==> src/rtl/alu_share_arbiter_pkg.sv <==
// Shared ALU definitions: operation encoding, oper field type and arbiter limits.
// Also holds the response-slot state type used by the ALU share arbiter.
package alu_share_arbiter_pkg;

    localparam int ALU_OPER_W      = 4;
    localparam int ALU_ARB_MAX_REQ = 4;

    typedef logic [ALU_OPER_W-1:0] alu_oper_t;

    typedef enum alu_oper_t {
        ALU_ADD  = 4'd0,
        ALU_SUB  = 4'd1,
        ALU_AND  = 4'd2,
        ALU_OR   = 4'd3,
        ALU_XOR  = 4'd4,
        ALU_NOR  = 4'd5,
        ALU_NAND = 4'd6
    } alu_oper_e;

    typedef enum logic {
        SLOT_EMPTY = 1'b0,
        SLOT_FULL  = 1'b1
    } slot_state_e;

endpackage

==> src/rtl/alu_share_arbiter_rr.sv <==
// Combinational round-robin arbiter: grants the first requester at or after ptr.
// Reusable by any arbiter that keeps its own priority pointer.
module rr_arbiter #(
    parameter  int N  = 2,
    localparam int PW = (N > 1) ? $clog2(N) : 1
) (
    input  logic [N-1:0]  req,
    input  logic [PW-1:0] ptr,
    input  logic          en,
    output logic [N-1:0]  gnt
);

    logic          found;
    logic [PW:0]   sum;
    logic [PW-1:0] idx;

    always_comb begin
        gnt   = '0;
        found = 1'b0;
        sum   = '0;
        idx   = '0;
        for (int k = 0; k < N; k++) begin
            // Wrap ptr+k back into 0..N-1 without a divider; works for non power-of-two N.
            sum = {1'b0, ptr} + (PW+1)'(k);
            if (sum >= (PW+1)'(N)) begin
                sum = sum - (PW+1)'(N);
            end
            idx = sum[PW-1:0];
            if (en && !found && req[idx]) begin
                gnt[idx] = 1'b1;
                found    = 1'b1;
            end
        end
    end

endmodule

==> src/rtl/alu_share_arbiter.sv <==
// Shares one combinational ALU between NUM_REQ requesters with round-robin grant
// and a one-entry tagged response slot that can drain and refill in one cycle.
//
// state      | meaning
// SLOT_EMPTY | no response held, rsp_valid=0, any pending request may be granted
// SLOT_FULL  | response held for requester rsp_tag until its rsp_ready pops it
module alu_share_arbiter
    import alu_share_arbiter_pkg::*;
#(
    parameter  int NUM_REQ    = 2,
    parameter  int DATA_WIDTH = 32,
    parameter  int OPER_WIDTH = 4,
    localparam int TAG_W      = (NUM_REQ > 1) ? $clog2(NUM_REQ) : 1
) (
    input  logic                             clk,
    input  logic                             rst_n,
    input  logic [NUM_REQ-1:0]               req_valid,
    output logic [NUM_REQ-1:0]               req_ready,
    input  logic [NUM_REQ*OPER_WIDTH-1:0]    req_oper,
    input  logic [NUM_REQ*DATA_WIDTH-1:0]    req_a,
    input  logic [NUM_REQ*DATA_WIDTH-1:0]    req_b,
    output logic [OPER_WIDTH-1:0]            alu_oper,
    output logic [DATA_WIDTH-1:0]            alu_a,
    output logic [DATA_WIDTH-1:0]            alu_b,
    input  logic [DATA_WIDTH-1:0]            alu_data,
    output logic                             rsp_valid,
    output logic [TAG_W-1:0]                 rsp_tag,
    output logic [DATA_WIDTH-1:0]            rsp_data,
    input  logic [NUM_REQ-1:0]               rsp_ready
);

    slot_state_e           state_q, state_d;
    logic [TAG_W-1:0]      tag_q;
    logic [TAG_W-1:0]      rr_ptr_q;
    logic [TAG_W-1:0]      win_idx;
    logic [DATA_WIDTH-1:0] data_q;
    logic [NUM_REQ-1:0]    gnt;
    logic                  pop;
    logic                  can_issue;
    logic                  any_gnt;

    // Only the owner's ready bit can release the slot.
    assign pop       = (state_q == SLOT_FULL) && rsp_ready[tag_q];
    assign can_issue = (state_q == SLOT_EMPTY) || pop;

    rr_arbiter #(
        .N (NUM_REQ)
    ) u_rr_arbiter (
        .req (req_valid),
        .ptr (rr_ptr_q),
        .en  (can_issue),
        .gnt (gnt)
    );

    assign any_gnt   = |gnt;
    assign req_ready = gnt;

    always_comb begin
        win_idx  = '0;
        alu_oper = OPER_WIDTH'(ALU_ADD);
        alu_a    = '0;
        alu_b    = '0;
        for (int i = 0; i < NUM_REQ; i++) begin
            if (gnt[i]) begin
                win_idx  = TAG_W'(i);
                alu_oper = req_oper[i*OPER_WIDTH +: OPER_WIDTH];
                alu_a    = req_a[i*DATA_WIDTH +: DATA_WIDTH];
                alu_b    = req_b[i*DATA_WIDTH +: DATA_WIDTH];
            end
        end
    end

    always_ff @(posedge clk or negedge rst_n) begin
        if (!rst_n) begin
            state_q <= SLOT_EMPTY;
        end else begin
            state_q <= state_d;
        end
    end

    always_comb begin
        state_d = state_q;
        case (state_q)
            SLOT_EMPTY: if (any_gnt)         state_d = SLOT_FULL;
            SLOT_FULL:  if (pop && !any_gnt) state_d = SLOT_EMPTY;
            default:                         state_d = SLOT_EMPTY;
        endcase
    end

    always_ff @(posedge clk or negedge rst_n) begin
        if (!rst_n) begin
            tag_q    <= '0;
            data_q   <= '0;
            rr_ptr_q <= '0;
        end else if (any_gnt) begin
            data_q   <= alu_data;
            tag_q    <= win_idx;
            rr_ptr_q <= (win_idx == TAG_W'(NUM_REQ-1)) ? '0 : win_idx + TAG_W'(1);
        end
    end

    assign rsp_valid = (state_q == SLOT_FULL);
    assign rsp_tag   = tag_q;
    assign rsp_data  = data_q;

endmodule

==> config.mk <==
export PLATFORM = sky130hd
export DESIGN_NAME = alu_share_arbiter
export DESIGN_NICKNAME = d
export VERILOG_FILES = /design/src/rtl/alu_share_arbiter_pkg.sv /design/src/rtl/alu_share_arbiter_rr.sv /design/src/rtl/alu_share_arbiter.sv
export SDC_FILE = /design/constraint.sdc
export NUM_CORES = 1
export LEC_CHECK = 0
export ABC_CLOCK_PERIOD_IN_PS = 1500
export CORE_AREA = 2 2 106 108
export DETAILED_ROUTE_END_ITERATION = 12
export DIE_AREA = 0 0 108 110
export PLACE_DENSITY = 0.72
export SYNTH_ARGS = -nofsm -noshare
export SYNTH_HDL_FRONTEND = slang
export SYNTH_SLANG_ARGS = --single-unit
==> constraint.sdc <==
create_clock -name clk -period 1.5 [get_ports clk]
set_input_delay 0.15 -clock clk [delete_from_list [all_inputs] [get_ports clk]]
set_output_delay 0.15 -clock clk [all_outputs]
set_load 0.005 [all_outputs]
# Word-level counts from Yosys, hierarchy flattened
# Index checks and enable logic that the tools add are counted.
[word_totals]
ff_bits = 35
input_bits = 174
out_inout_bits = 104
[classes]
order_cmp = 7
add_sub_neg = 4
mux = 26
bitwise_logic = 2
n_reduce_logical = 11
[op_table]
columns = ["operator", "n"]
rows = [
  ["$mux W32", 4],
  ["$mux W1", 15],
  ["$mux W4", 2],
  ["$logic_and A1 B1 Y1", 7],
  ["$lt A1 B2 Y1 const B", 3],
  ["$mux W2", 2],
  ["$add A1 B1 Y2 const B", 1],
  ["$demux W1 S1", 2],
  ["$ge A1 B1 Y1 const B", 2],
  ["$ge A1 B2 Y1 const B", 1],
  ["$ge A2 B2 Y1 const B", 1],
  ["$logic_not A1 Y1", 2],
  ["$or A2 B2 Y2", 1],
  ["$pmux W1 S2", 1],
  ["$reduce_or A2 Y1", 1],
  ["$sub A1 B1 Y1 const B", 2],
  ["$add A1 B1 Y1 const B", 1],
  ["$logic_or A1 B1 Y1", 1],
  ["$not A1 Y1", 1],
]

# Longest topological paths before layout
[logic_depth]
depth_word = 15
ltp_mapped = 6
ltp_nobuf = 3

# Cells and area by module
# Synthesis repeated with hierarchy kept, for this count alone.
[unflattened]
cells_unflattened = 171
hier_area_um2 = 2016.9
[by_module_without_submodules]
columns = ["mod", "area_per_inst_um2", "cells_per_inst", "seq_area_each_um2", "n_inst"]
rows = [
  ["alu_share_arbiter", 1995.7, 166, 875.8, 1],
  ["rr_arbiter", 21.3, 5, 0.0, 1],
]

# Worst setup path before layout
# Ideal clock, no wire load.
[synth_timing]
kind = "register to output"
startpoint = "reg tag_q (netlist: rsp_tag)"
endpoint = "out req_ready[1]"
slack_ns = -0.015
arrival_ns = 1.365
n_path_buf = 3
path_stages_with_launch = 7
path_cell_list = "dfrtp_1 mux2i_2 and2_1 buf_2 buf_2 nor2_1 buf_4"
[synth_between]
elab_chain_len = 10
[synth_rtl]
columns = ["item", "line", "source"]
rows = [
  ["from (decl)", "alu_share_arbiter.sv:33", "logic [TAG_W-1:0] tag_q;"],
  ["from (signal assigned)", "alu_share_arbiter.sv:97", "tag_q <= win_idx;"],
  ["$mux W1 (implied by the code) * (2 in series)", "alu_share_arbiter.sv:43", "assign pop = (state_q == SLOT_FULL) && rsp_ready[tag_q];"],
  ["$logic_and A1 B1 Y1 *", "alu_share_arbiter.sv:43", ""],
  ["$logic_or A1 B1 Y1 *", "alu_share_arbiter.sv:44", "assign can_issue = (state_q == SLOT_EMPTY) || pop;"],
  ["$logic_and A1 B1 Y1", "alu_share_arbiter_rr.sv:29", "if (en && !found && req[idx]) begin"],
  ["$mux W1", "alu_share_arbiter_rr.sv:29", ""],
  ["$logic_not A1 Y1", "alu_share_arbiter_rr.sv:29", ""],
  ["$logic_and A1 B1 Y1 (2 in series)", "alu_share_arbiter_rr.sv:29", ""],
  ["$mux W2 *", "alu_share_arbiter_rr.sv:29", ""],
  ["to (decl)", "alu_share_arbiter.sv:18", "output logic [NUM_REQ-1:0] req_ready,"],
]
# Every way passes the cells marked *; elsewhere a longest branch is shown, timed or not. The select of a mux whose other input is x is not followed.

# Final worst setup path
[layout_timing]
startpoint = "reg tag_q (netlist: rsp_tag)"
endpoint = "out alu_b[3]"
[layout_between]
elab_chain_len = 12
[layout_rtl]
columns = ["item", "line", "source"]
rows = [
  ["$mux W1 (implied by the code) * (2 in series)", "alu_share_arbiter.sv:43", ""],
  ["$logic_and A1 B1 Y1 *", "alu_share_arbiter.sv:43", ""],
  ["$logic_or A1 B1 Y1 *", "alu_share_arbiter.sv:44", ""],
  ["$logic_and A1 B1 Y1", "alu_share_arbiter_rr.sv:29", ""],
  ["$mux W1", "alu_share_arbiter_rr.sv:29", ""],
  ["$logic_not A1 Y1", "alu_share_arbiter_rr.sv:29", ""],
  ["$logic_and A1 B1 Y1 (2 in series)", "alu_share_arbiter_rr.sv:29", ""],
  ["$mux W2 *", "alu_share_arbiter_rr.sv:29", ""],
  ["$mux W32", "alu_share_arbiter.sv:64", "if (gnt[i]) begin"],
  ["$mux W32 *", "alu_share_arbiter.sv:64", ""],
  ["to (decl)", "alu_share_arbiter.sv:24", "output logic [DATA_WIDTH-1:0] alu_b,"],
]
# Marked as above.

==> metrics <==
sequential area share after synthesis 35.1%; Placed Cells 658; Post-Syn Area 2500 sq um; unrepaired setup endpoints after global routing yes; CTS Sinks 35; most frequent cells in the layout 204 x clkdlybuf4s50_1, 62 x buf_2, 47 x nor2_1; cells on worst reg2reg path 6; met3 wire len 1160 microns; crit path time final 1870 ps; fillers 897; R2R Path End rsp_data[4]; Setup crit start kind register; IO buf count 277; die width 108 microns; worst skew pair latency 300 ps; Worst setup EP type primary output; pin count of the biggest net entering global routing 46; First DRT Iteration DRCs 179; io pins 278; DR top layer met4; WL met1 5130 microns; Post-Syn Area per Cell 9.79 sq um; Hold WC Path Type in -> async; worst-path maximum fanout 6; CP Data Required Time 1350 ps; Least-Margin Pin Slew 441 ps; crit path setup slack, layout -371 ps; Syn Nets 429; status finished, violations left; Power Density 1080 nW/um^2; CP Cell Sequence mux2i_2, and2_4, buf_12, buf_16, buf_6, nor2_1, buf_2; overall routed net length 14200 microns; Rel. slew slack 70.6%; n_diodes 0; multi-input logic area 1770 sq um; max-cap viol count 0; Total GRT Usage 20.8%; DRC Markers 0; CP Data Arrival Time 1720 ps; count of different cell masters after synthesis 21; root buffer cell clkbuf_8; via count 3559; commonest non-fill, non-tap cell in the layout clkdlybuf4s50_1; first-pass GRT wire length 19000 microns; area post-placement 5520 sq um; WL met2 7440 microns; routed vias/inst 5.02; Final Cycle Share 125%; Final Setup Violations 102; hpwl dp 8810 microns; failing checks setup timing; clock-pin slew on the worst setup and hold paths 80 ps; Final Hold Vio Count 0; total gr overflow 0; pre-CTS WS -509 ps; fmax 0.534 GHz; H-tree levels 2; final layout net count 742; FF+latch count, synth 35; vias in the first global route 3598; clock tree buffer depth 2; CP max stage cell dfrtp_1; area of all sequential standard cells 877 sq um; DRT Pass-1 Iters 4; Final Skew 5.50 ps; full die area 11900 sq um; Layout area overhead 157%; Rows 38; CTS tree done; slowest cell delay on critical path 390 ps; Syn. warnings 0; share of cells above drive strength 1 40.6%; Pwr Total 6950 uW; WS Path Type reg -> out; post-synthesis cell count 255; peak supply drop 529 uV; Die H 110 microns; final cell count without fillers 709; core area 10700 sq um; # hold bufs at CTS 0; reg2reg setup slack -150 ps; Max Slew Vio Count 0; fin area 6410 sq um; hold slack 262 ps; Starting Density 23.3%; GP Congestion 0.774; mean routed wirelength per cell 20.0 microns; total CTS buffers 5; Final ANT Viol Nets 0; initial antenna violation count 0; leakage 0.00272 uW; FF-to-FF Start rsp_tag
==> kinds of logic after synthesis <==
logic type | count (synthesis) | share of synthesized area, %
compound gates | 73 | 25.8
buf+inv | 36 | 7.31
flops | 35 | 35.1
mux | 33 | 19.5
simple gates | 78 | 12.4
==> Yosys cell counts <==
master	instances	area, sq um
a21boi_2	1	11.3
a21oi_1	1	5.00
a21oi_4	1	16.3
a31oi_1	1	6.26
a32oi_1	68	596
and2_1	1	6.26
buf_2	11	55.1
buf_4	1	7.51
buf_6	4	45.0
clkbuf_1	19	71.3
dfrtp_1	35	876
inv_1	1	3.75
mux2_2	2	22.5
mux2_4	30	450
mux2i_2	1	13.8
nand2_1	1	3.75
nand2b_1	4	25.0
nand3_1	1	5.00
nor2_1	70	263
nor2b_1	1	6.26
o221ai_1	1	8.76
==> what timing repair did <==
action,4_1_cts,5_1_grt
pin swaps,30,40
setup endpoints to repair,102,105
resized for setup,277,122
cloned,14,4
endpoints found under the hold margin,0,0
setup buffers,27,6
==> stage by stage <==
step	TNS (ps)	utilization [%]
detailed placement	-40170	51.6
floorplan	0	-
global route	-31020	59.9
global placement	-39770	51.6
finish	-23420	59.9
CTS	-25810	58.5
==> report_power, final <==
part | internal, uW | switching, uW | total (uW)
combinational | 2760 | 1760 | 4520
clock | 663 | 369 | 1030
sequential | 1210 | 175 | 1390
total | 4640 | 2300 | 6950
==> worst max-delay path by stage <==
stage | startpoint | endpoint | slack [ps] | depth (start not counted)
global placement | req_valid[0] | alu_a[10] | -480 | 7
detailed placement | req_valid[0] | alu_a[29] | -510 | 6
global route | rsp_tag | alu_b[3] | -440 | 7
CTS | rsp_tag | alu_a[8] | -430 | 6
finish | rsp_tag | alu_b[3] | -370 | 7
floorplan | rsp_tag | req_ready[1] | 30 | 6
==> final cells by class <==
type | count | share of cell area (%)
Timing Repair Buffer | 341 | 53.9
Multi-Input combinational cell | 184 | 27.5
Sequential cell | 35 | 13.7
Tap cell | 140 | 2.73
Clock buffer | 5 | 1.07
Clock inverter | 3 | 1.05
Inverter | 1 | 0.0585
==> critical path: cells and delay by family, from the launching register on <==
kind,cells,cell delay (ps)
muxes,1,250
DFF,1,390
and+or+nand+nor,2,300
buffers and inverters,4,490
==> sequential cells by signal (all words and copies together), names as in the netlist <==
signal	count
rr_ptr_q	1
rsp_data	32
rsp_tag	1
rsp_valid	1
==> layer usage <==
metal | GRT usage [%] | vias up
met5 | 0 | -
met3 | 5.11 | 32
li1 | - | 1618
met4 | 5.86 | 0
met2 | 39.4 | 201
met1 | 23.1 | 1708
No activity file was read; power rests on OpenSTA's default activity.
